## config.mk

```make
export PLATFORM = sky130hd
export DESIGN_NAME = ixc_assign_pipe
export DESIGN_NICKNAME = d
export VERILOG_FILES = /design/src/rtl/ixc_assign_pipe.sv
export SDC_FILE = /design/constraint.sdc
export NUM_CORES = 1
export LEC_CHECK = 0
export BUFFER_PORTS_ARGS = -buffer_cell sky130_fd_sc_hd__buf_2
export CORE_MARGIN = 5
export CORE_UTILIZATION = 46
export CTS_BUF_LIST = sky130_fd_sc_hd__clkbuf_8
export CTS_CLUSTER_DIAMETER = 200
export CTS_CLUSTER_SIZE = 20
export DETAILED_ROUTE_END_ITERATION = 16
export PLACE_DENSITY_LB_ADDON = 0.12
export SETUP_SLACK_MARGIN = 0.4
export SLEW_MARGIN = 40
export SYNTH_ARGS = -nofsm -noshare
export SYNTH_HDL_FRONTEND = slang
export SYNTH_SLANG_ARGS = --single-unit
```

## constraint.sdc

```tcl
create_clock -name clk -period 2.1 [get_ports clk]
set_clock_uncertainty 0.1 [all_clocks]
set_input_delay 0.525 -clock clk [delete_from_list [all_inputs] [get_ports clk]]
set_output_delay 0.525 -clock clk [all_outputs]
set_load 0.05 [all_outputs]
```

## src/rtl/ixc_assign_pipe.sv

```systemverilog
// Registered, elastic replacement for a plain L <- R bit assign: DEPTH valid/ready
// stages with flush, occupancy count and an optional per-bit hold mask.
module ixc_assign_pipe #(
  parameter int WIDTH   = 22,
  parameter int DEPTH   = 2,
  parameter bit MASK_EN = 1'b0,
  localparam int OCC_W  = $clog2(DEPTH + 1)
) (
  input  logic             clk,
  input  logic             rst,
  input  logic             flush,
  input  logic             in_valid,
  output logic             in_ready,
  input  logic [WIDTH-1:0] in_data,
  input  logic [WIDTH-1:0] in_mask,
  output logic             out_valid,
  input  logic             out_ready,
  output logic [WIDTH-1:0] out_data,
  output logic [OCC_W-1:0] occupancy
);

  // S0 is the input side, S[DEPTH-1] drives the outputs.
  logic [DEPTH-1:0] v;
  logic [DEPTH-1:0] load;
  logic [DEPTH-1:0] unload;
  logic [WIDTH-1:0] d [DEPTH];
  logic [WIDTH-1:0] shadow;
  logic [WIDTH-1:0] mask_eff;
  logic [WIDTH-1:0] in_word;
  logic             accept;
  logic             can_take;

  // Ready chain walks from the output back to S0 so a full pipe still streams.
  always_comb begin
    // NOTE: every variable gets a default before any branch so no latch is inferred.
    load     = '0;
    unload   = '0;
    can_take = out_ready;
    for (int i = DEPTH - 1; i >= 0; i--) begin
      unload[i] = v[i] & can_take;
      load[i]   = ~v[i] | unload[i];
      can_take  = load[i];
    end
  end

  assign mask_eff  = MASK_EN ? in_mask : {WIDTH{1'b1}};
  assign in_word   = (in_data & mask_eff) | (shadow & ~mask_eff);
  assign in_ready  = ~rst & ~flush & load[0];
  assign accept    = in_valid & in_ready;
  assign out_valid = v[DEPTH-1];
  assign out_data  = d[DEPTH-1];

  // NOTE: state registers use non-blocking assignments so every stage samples
  // the pre-edge value of its neighbour.
  always_ff @(posedge clk) begin
    if (rst) begin
      v         <= '0;
      shadow    <= '0;
      occupancy <= '0;
      // NOTE: the data stages are reset too, so out_data reads zero after reset.
      for (int i = 0; i < DEPTH; i++) d[i] <= '0;
    end else begin
      if (accept) begin
        shadow <= in_word;
        d[0]   <= in_word;
      end
      for (int i = 1; i < DEPTH; i++) begin
        if (load[i] && v[i-1]) d[i] <= d[i-1];
      end
      // Flush drops valid bits only; a handshaking output word is still consumed.
      if (flush) begin
        v         <= '0;
        occupancy <= '0;
      end else begin
        if (load[0]) v[0] <= accept;
        for (int i = 1; i < DEPTH; i++) begin
          if (load[i]) v[i] <= v[i-1];
        end
        occupancy <= occupancy + OCC_W'(accept) - OCC_W'(unload[DEPTH-1]);
      end
    end
  end

endmodule

```

==> out/metrics.yaml, run 1 <==
outcome:
  status: "finished, final reports clean"
cts:
  cts-htree-levels: 2
  cts_hold_buf: 0
  root_buffer: "clkbuf_8"
  clkSinkCount: 48
  path_clk_slew_ps: 80
  clock_latency_ps: 290
  cts_buffers: 5
  cts_tree: "done"
  clockBufferDepth: 2
logic_synthesis:
  synth_top_cell_area_share_pct: 64.08
  ys_async_sr_fraction_pct: 0
  ys.flop_type: "edfxtp_1"
  synth_edf_count: 44
  synth_area_sq_mm: 0.002062
  yosysWarnings: 0
  synth_cells: 141
  netlist_top_cells_area: "edfxtp_1 64%, and2_1 14%, buf_4 8.0%, dfxtp_1 3.9%, buf_6 2.7%"
  syn_nets: 192
  ys_ff_latch: 48
  ys_seq_area_share_pct: 67.96
  syn_area_per_cell_sq_um: 14.62
  synth_cell_types: 20
  synth_top_area_cell: "edfxtp_1"
final_layout:
  area_growth_pct: 20.81
  final_cells: 239
  fin_nets: 238
  final_cell_mix: "51 x buf_2, 44 x edfxtp_1, 28 x and2_1, 17 x and2_4, 9 x buf_6"
  drive_gt1_share_pct: 52.94
  layout_commonest_cell: "buf_2"
  n_antenna_cell: 0
sta:
  finalCritPeriodShare_pct: 87.18
  rsz0062_at_grt: "true"
  report.final.slew_viol_count: 0
  fin_tns_setup_ps: 0
  layout_setup_ws_ps: 269.2
  slew_headroom_pct: 55.12
  hold_viol: 0
  setup_violations: 0
  period_needed_ps: 1831
  hold_ws_ps: 414.4
  max_freq_mhz: 546.2
  worst_pin_slew_ps: 671.3
floorplan:
  die_x_um: 76.95
  rows: 24
  fp.dieH_um: 76.95
  core_area_sq_mm: 0.004354
  io_pins: 75
  dieArea_sq_mm: 0.005921
  start_util_pct: 47.36
power_and_ir_drop:
  p_per_area_mw_per_mm2: 742.2
  p_total_mw: 1.849
  cellLeakagePower_nw: 1.086
  ir_drop_v: 0.0003154
global_routing:
  grt_remaining_overflow: 0
  grt_pass1_wl_um: 5520
  track_usage_pct: 11.97
  grt_antenna_before_repair: 0
  grt_max_degree: 23
  grt_pass1_vias: 1191
placement:
  dp_slack_ps: -23.97
  place.gp.congestion: 0.6798
  place_hpwl_um: 2223
  dp.cells: 222
  io_buffers: 52
detailed_routing:
  antenna_left: 0
  avgViaCountPerCell: 4.808
  drt_pass1_iterations: 4
  drc: 0
  drt-initial-drc-count: 69
  num_vias: 1149
  wl_per_cell_um: 14.41
  routed_wirelength_um: 3445
critical_path:
  required_ps: 1470
  cp_cell_sequence: "nor2b_4, a211oi_4, buf_4"
  cp.arrival_ps: 1210
  startpoint_type: "flop"
  crit_buf_inv: 1
  critPathMaxFanout: 2
  crit_slowest_cell: "dfxtp_2"
  critPathTopFamily: "flip-flops"
  max_stage_delay_ps: 320
  crit_type: "reg -> out"
  end_kind: "primary output"
hold_path:
  hp-class: "in -> reg"
job:
  cap_violations: 0
[worst reg2reg max path: stages (launching register included)]
cell and delay (ps):
dfxtp_2 320, nor2b_4 130, a211oi_4 230, nand2_1 80, ha_1 280, inv_2 70
ha_4 120, xor2_1 180, xnor2_1 150, nor3_1 60
[through the flow]
step,instance area (sq um),util (%)
floorplan,2103,-
global placement,2213,50.83
detailed placement,2240,51.44
CTS,2364,54.28
global route,2491,57.21
finish,2491,57.21
[sequential cells by signal (all words and copies together) (netlist names)]
name	count
occupancy	2
v	2
d	44
[power by group]
part / internal, mW / switching [mW]
clock: 0.220 / 0.271
sequential: 1.10 / 0.0115
combinational: 0.0873 / 0.162
[area by class of cell]
type	count	area [sq um]
fillers	356	1863
inverters	3	11.26
flip-flops and latches	48	1404
multi-input cells	64	540.5
clock inverters	2	7.507
well taps	52	65.06
clock buffers	5	68.82
repair buffers	65	394.1
[cell usage after synthesis, drive strengths merged, types with 2 or more instances]
| library cell | instances |
|---|---|
| nor3 | 3 |
| dfxtp | 4 |
| and2 | 45 |
| edfxtp | 44 |
| buf | 27 |
| ha | 2 |
| inv | 3 |
| nand2 | 2 |
[layer usage]
layer,track usage (%),wire length (um),vias to the layer above
met3,5.152,273,5
met2,20.71,1778,42
met4,3.671,46,0
li1,-,-,550
met5,0,0,-
met1,13.18,1348,552
[worst paths after layout]
| check | startpoint | endpoint | slack (ps) | cells past startpoint |
|---|---|---|---|---|
| worst min register to register | d[0][19] | d[0][41] | 430 | 1 |
| worst max-delay path | v[1] | in_ready | 270 | 3 |
| worst min-delay path | in_data[0] | d[0][0] | 410 | 2 |
| worst max register to register | v[1] | occupancy[1] | 280 | 9 |
[cells by family (layout without fill, tap and decap cells)]
logic type	Yosys count	count (layout)	synth area share, %
simple gates	54	54	16.26
flops	48	48	67.96
compound gates	5	6	2.427
buf+inv	30	75	11.29
xor+xnor	2	2	0.8497
fa+ha+maj	2	2	1.213
[repair_timing]
item / in CTS / in global routing
cloned: 2 / 4
setup buffers: 3 / 1
gates resized for setup: 5 / 29
pin swaps: 3 / 1
endpoints found under the setup margin: 36 / 90
No activity file was read; power rests on OpenSTA's default activity.
==> run 2, diff against run 1 <==
--- a/config.mk
+++ b/config.mk
@@ -14,7 +14,7 @@
 export DETAILED_ROUTE_END_ITERATION = 16
 export PLACE_DENSITY_LB_ADDON = 0.12
 export SETUP_SLACK_MARGIN = 0.4
-export SLEW_MARGIN = 40
+export SLEW_MARGIN = 20
 export SYNTH_ARGS = -nofsm -noshare
 export SYNTH_HDL_FRONTEND = slang
 export SYNTH_SLANG_ARGS = --single-unit
==> constraint.sdc (replaced) <==
create_clock -name clk -period 2.1 [get_ports clk]
set_clock_uncertainty 0.1 [all_clocks]
set_input_delay 0.105 -clock clk [delete_from_list [all_inputs] [get_ports clk]]
set_output_delay 0.105 -clock clk [all_outputs]
set_load 0.05 [all_outputs]
==> run 2 against run 1 <==
  * Via count rose by 1.2%
  * Design area rose by 4.7%
  * Cell count up 7.1%
  * Die area stayed put
  * First-iteration DRC count decreased by 22%
  * Non-clock buffer count grew 16
  * Worst setup slack improved by 13 ps
  * Combinational power is essentially flat
  * Core utilization rose by 2.7 points
  * Critical endpoint is now occupancy[1]
  * Largest power group unchanged
==> out/metrics.yaml, run 2 (synthesized netlist as in run 1, its figures left out) <==
detailed_routing:
  drt_pass1_iterations: 2  # was 4
  num_vias: 1163  # was 1149
  wl_met3_um: 201  # was 273 um
  antenna_left: 0  # unchanged
  avgViaCountPerCell: 4.543  # was 4.808
  topRoutingLayerUsed: "met4"  # unchanged
  routed_wirelength_um: 3409  # was 3445 um
  drt-initial-drc-count: 54  # was 69
  drc: 0  # unchanged
  wl_met2_um: 1841  # was 1778 um
  wl_per_cell_um: 13.32  # was 14.41 um
  wl_met1_um: 1307  # was 1348 um
final_layout:
  fin_nets: 254  # was 238
  final_cell_mix: "52 x buf_2, 45 x and2_1, 44 x edfxtp_1, 24 x dlygate4sd3_1"  # was 51 x buf_2, 44 x edfxtp_1, 28 x and2_1, 17 x and2_4, 9 x buf_6
  reg_top3: "d x44, occupancy x2, v x2"  # unchanged
  n_antenna_cell: 0  # unchanged
  regMostFlops: "d"  # unchanged
  drive_gt1_share_pct: 37.25  # was 52.94%
  area_growth_pct: 26.52  # was 20.81%
  final_cells: 256  # was 239
  layout_commonest_cell: "buf_2"  # unchanged
  largest_register_ffs: 44  # unchanged
job:
  cap_violations: 0  # unchanged
sta:
  max_freq_mhz: 550.2  # was 546.2 MHz
  worst_pin_slew_ps: 738.9  # was 671.3 ps
  hold_ws_ps: 49.48  # was 414.4 ps
  setup_violations: 0  # unchanged
  rsz0062_at_grt: "true"  # unchanged
  finalCritPeriodShare_pct: 86.55  # was 87.18%
  hold_viol: 0  # unchanged
  report.final.slew_viol_count: 0  # unchanged
  period_needed_ps: 1818  # was 1831 ps
  slew_headroom_pct: 50.74  # was 55.12%
cts:
  root_buffer: "clkbuf_8"  # unchanged
  cts-htree-levels: 2  # unchanged
  clock_latency_ps: 290  # about the same
  path_clk_slew_ps: 80  # about the same
  cts_buffers: 5  # unchanged
  clkSinkCount: 48  # unchanged
  cts_tree: "done"  # unchanged
  clockBufferDepth: 2  # unchanged
power_and_ir_drop:
  p_per_area_mw_per_mm2: 717.5  # was 742.2 mW/mm^2
  ir_drop_v: 0.0004042  # was 0.0003154 V
  cellLeakagePower_nw: 1.118  # was 1.086 nW
critical_path:
  end_kind: "flop"  # was primary output
  cp.arrival_ps: 1930  # was 1210 ps
  startpoint_type: "flop"  # unchanged
  crit_type: "reg -> reg"  # was reg -> out
  required_ps: 2210  # was 1470 ps
  critPathMaxFanout: 2  # unchanged
global_routing:
  grt_pass1_wl_um: 5423  # was 5520 um
  grt_antenna_before_repair: 0  # unchanged
  grt_max_degree: 23  # unchanged
  track_usage_pct: 11.78  # was 11.97%
  grt_remaining_overflow: 0  # unchanged
  grt_pass1_vias: 1194  # was 1191
placement:
  io_buffers: 52  # unchanged
  place.gp.congestion: 0.6557  # was 0.6798
  place_hpwl_um: 1997  # was 2223 um
  dp.cells: 219  # was 222
floorplan:
  die_x_um: 76.95  # unchanged
  start_util_pct: 47.36  # unchanged
  dieArea_sq_mm: 0.005921  # unchanged
  core_area_sq_mm: 0.004354  # unchanged
  io_pins: 75  # unchanged
  fp.dieH_um: 76.95  # unchanged
  rows: 24  # unchanged
outcome:
  status: "finished, final reports clean"  # unchanged
hold_path:
  hp-class: "in -> reg"  # unchanged
-- run 2: cell count changes in the layout (fill, tap and decap cells not counted), moves of 2 or more --
cell	previous run	this run
and2_1	28	45
buf_6	9	0
dfxtp_2	2	0
and2_4	17	0
dlygate4sd3_1	0	24
clkinv_2	0	2
-- run 2: per-stage QoR --
step	TNS, ps	area (sq um)	setup slack [ps]	utilization, %	total power, mW
detailed placement	-1239	2208	-61.26	50.72	1.336
CTS	0	2585	261.3	59.37	1.886
finish	0	2609	282.4	59.91	1.872
global route	0	2609	175.8	59.91	1.942
global placement	0	2208	92.40	50.72	1.327
floorplan	-1083	2093	-153.1	-	1.310
-- run 2: what timing repair did --
| item | CTS | global route |
|---|---|---|
| gates resized for setup | 2 | 3 |
| buffers inserted | 3 | 1 |
| pin swaps | 2 | 0 |
| cloned | 1 | 0 |
| endpoints found under the setup margin | 46 | 68 |
| hold buffers | 24 | 0 |
| hold endpoints to repair | 24 | 0 |
-- run 2: per-layer routing --
| layer | track usage [%] | vias up |
|---|---|---|
| met2 | 20.63 | 36 |
| met3 | 3.396 | 8 |
| met4 | 5.245 | 0 |
| met1 | 13.13 | 539 |
| met5 | 0 | - |
| li1 | - | 580 |
-- run 2: worst max-delay path, cell delays in order (launching register included) --
cell and delay, ps:
dfxtp_4 340, nor2b_4 130, a211oi_4 210, nand2_1 80, ha_1 280, inv_2 50
ha_4 150, xor2_2 140, xnor2_1 120, nor3_1 140
-- run 2: power by group --
| part | switching, mW | total, mW | internal [mW] |
|---|---|---|---|
| sequential | 0.0109 | 1.11 | 1.10 |
| clock | 0.288 | 0.515 | 0.226 |
| combinational | 0.159 | 0.251 | 0.0913 |
-- run 2: path summary, 6_finish.rpt --
kind         cells past startpoint      endpoint     start  slack [ps]
min                              3          v[0]  in_valid          50
max                              9  occupancy[1]      v[1]         280
max reg2reg                      9  occupancy[1]      v[1]         280
min reg2reg                      1      d[0][25]   d[0][3]         420
-- run 2: layout make-up --
cell class | count | area (sq um)
Fill cell | 335 | 1745
Clock buffer | 5 | 68.82
Tap cell | 52 | 65.06
Inverter | 3 | 11.26
Clock inverter | 3 | 13.76
Timing Repair Buffer | 81 | 538.0
Sequential cell | 48 | 1405
Multi-Input combinational cell | 64 | 506.7
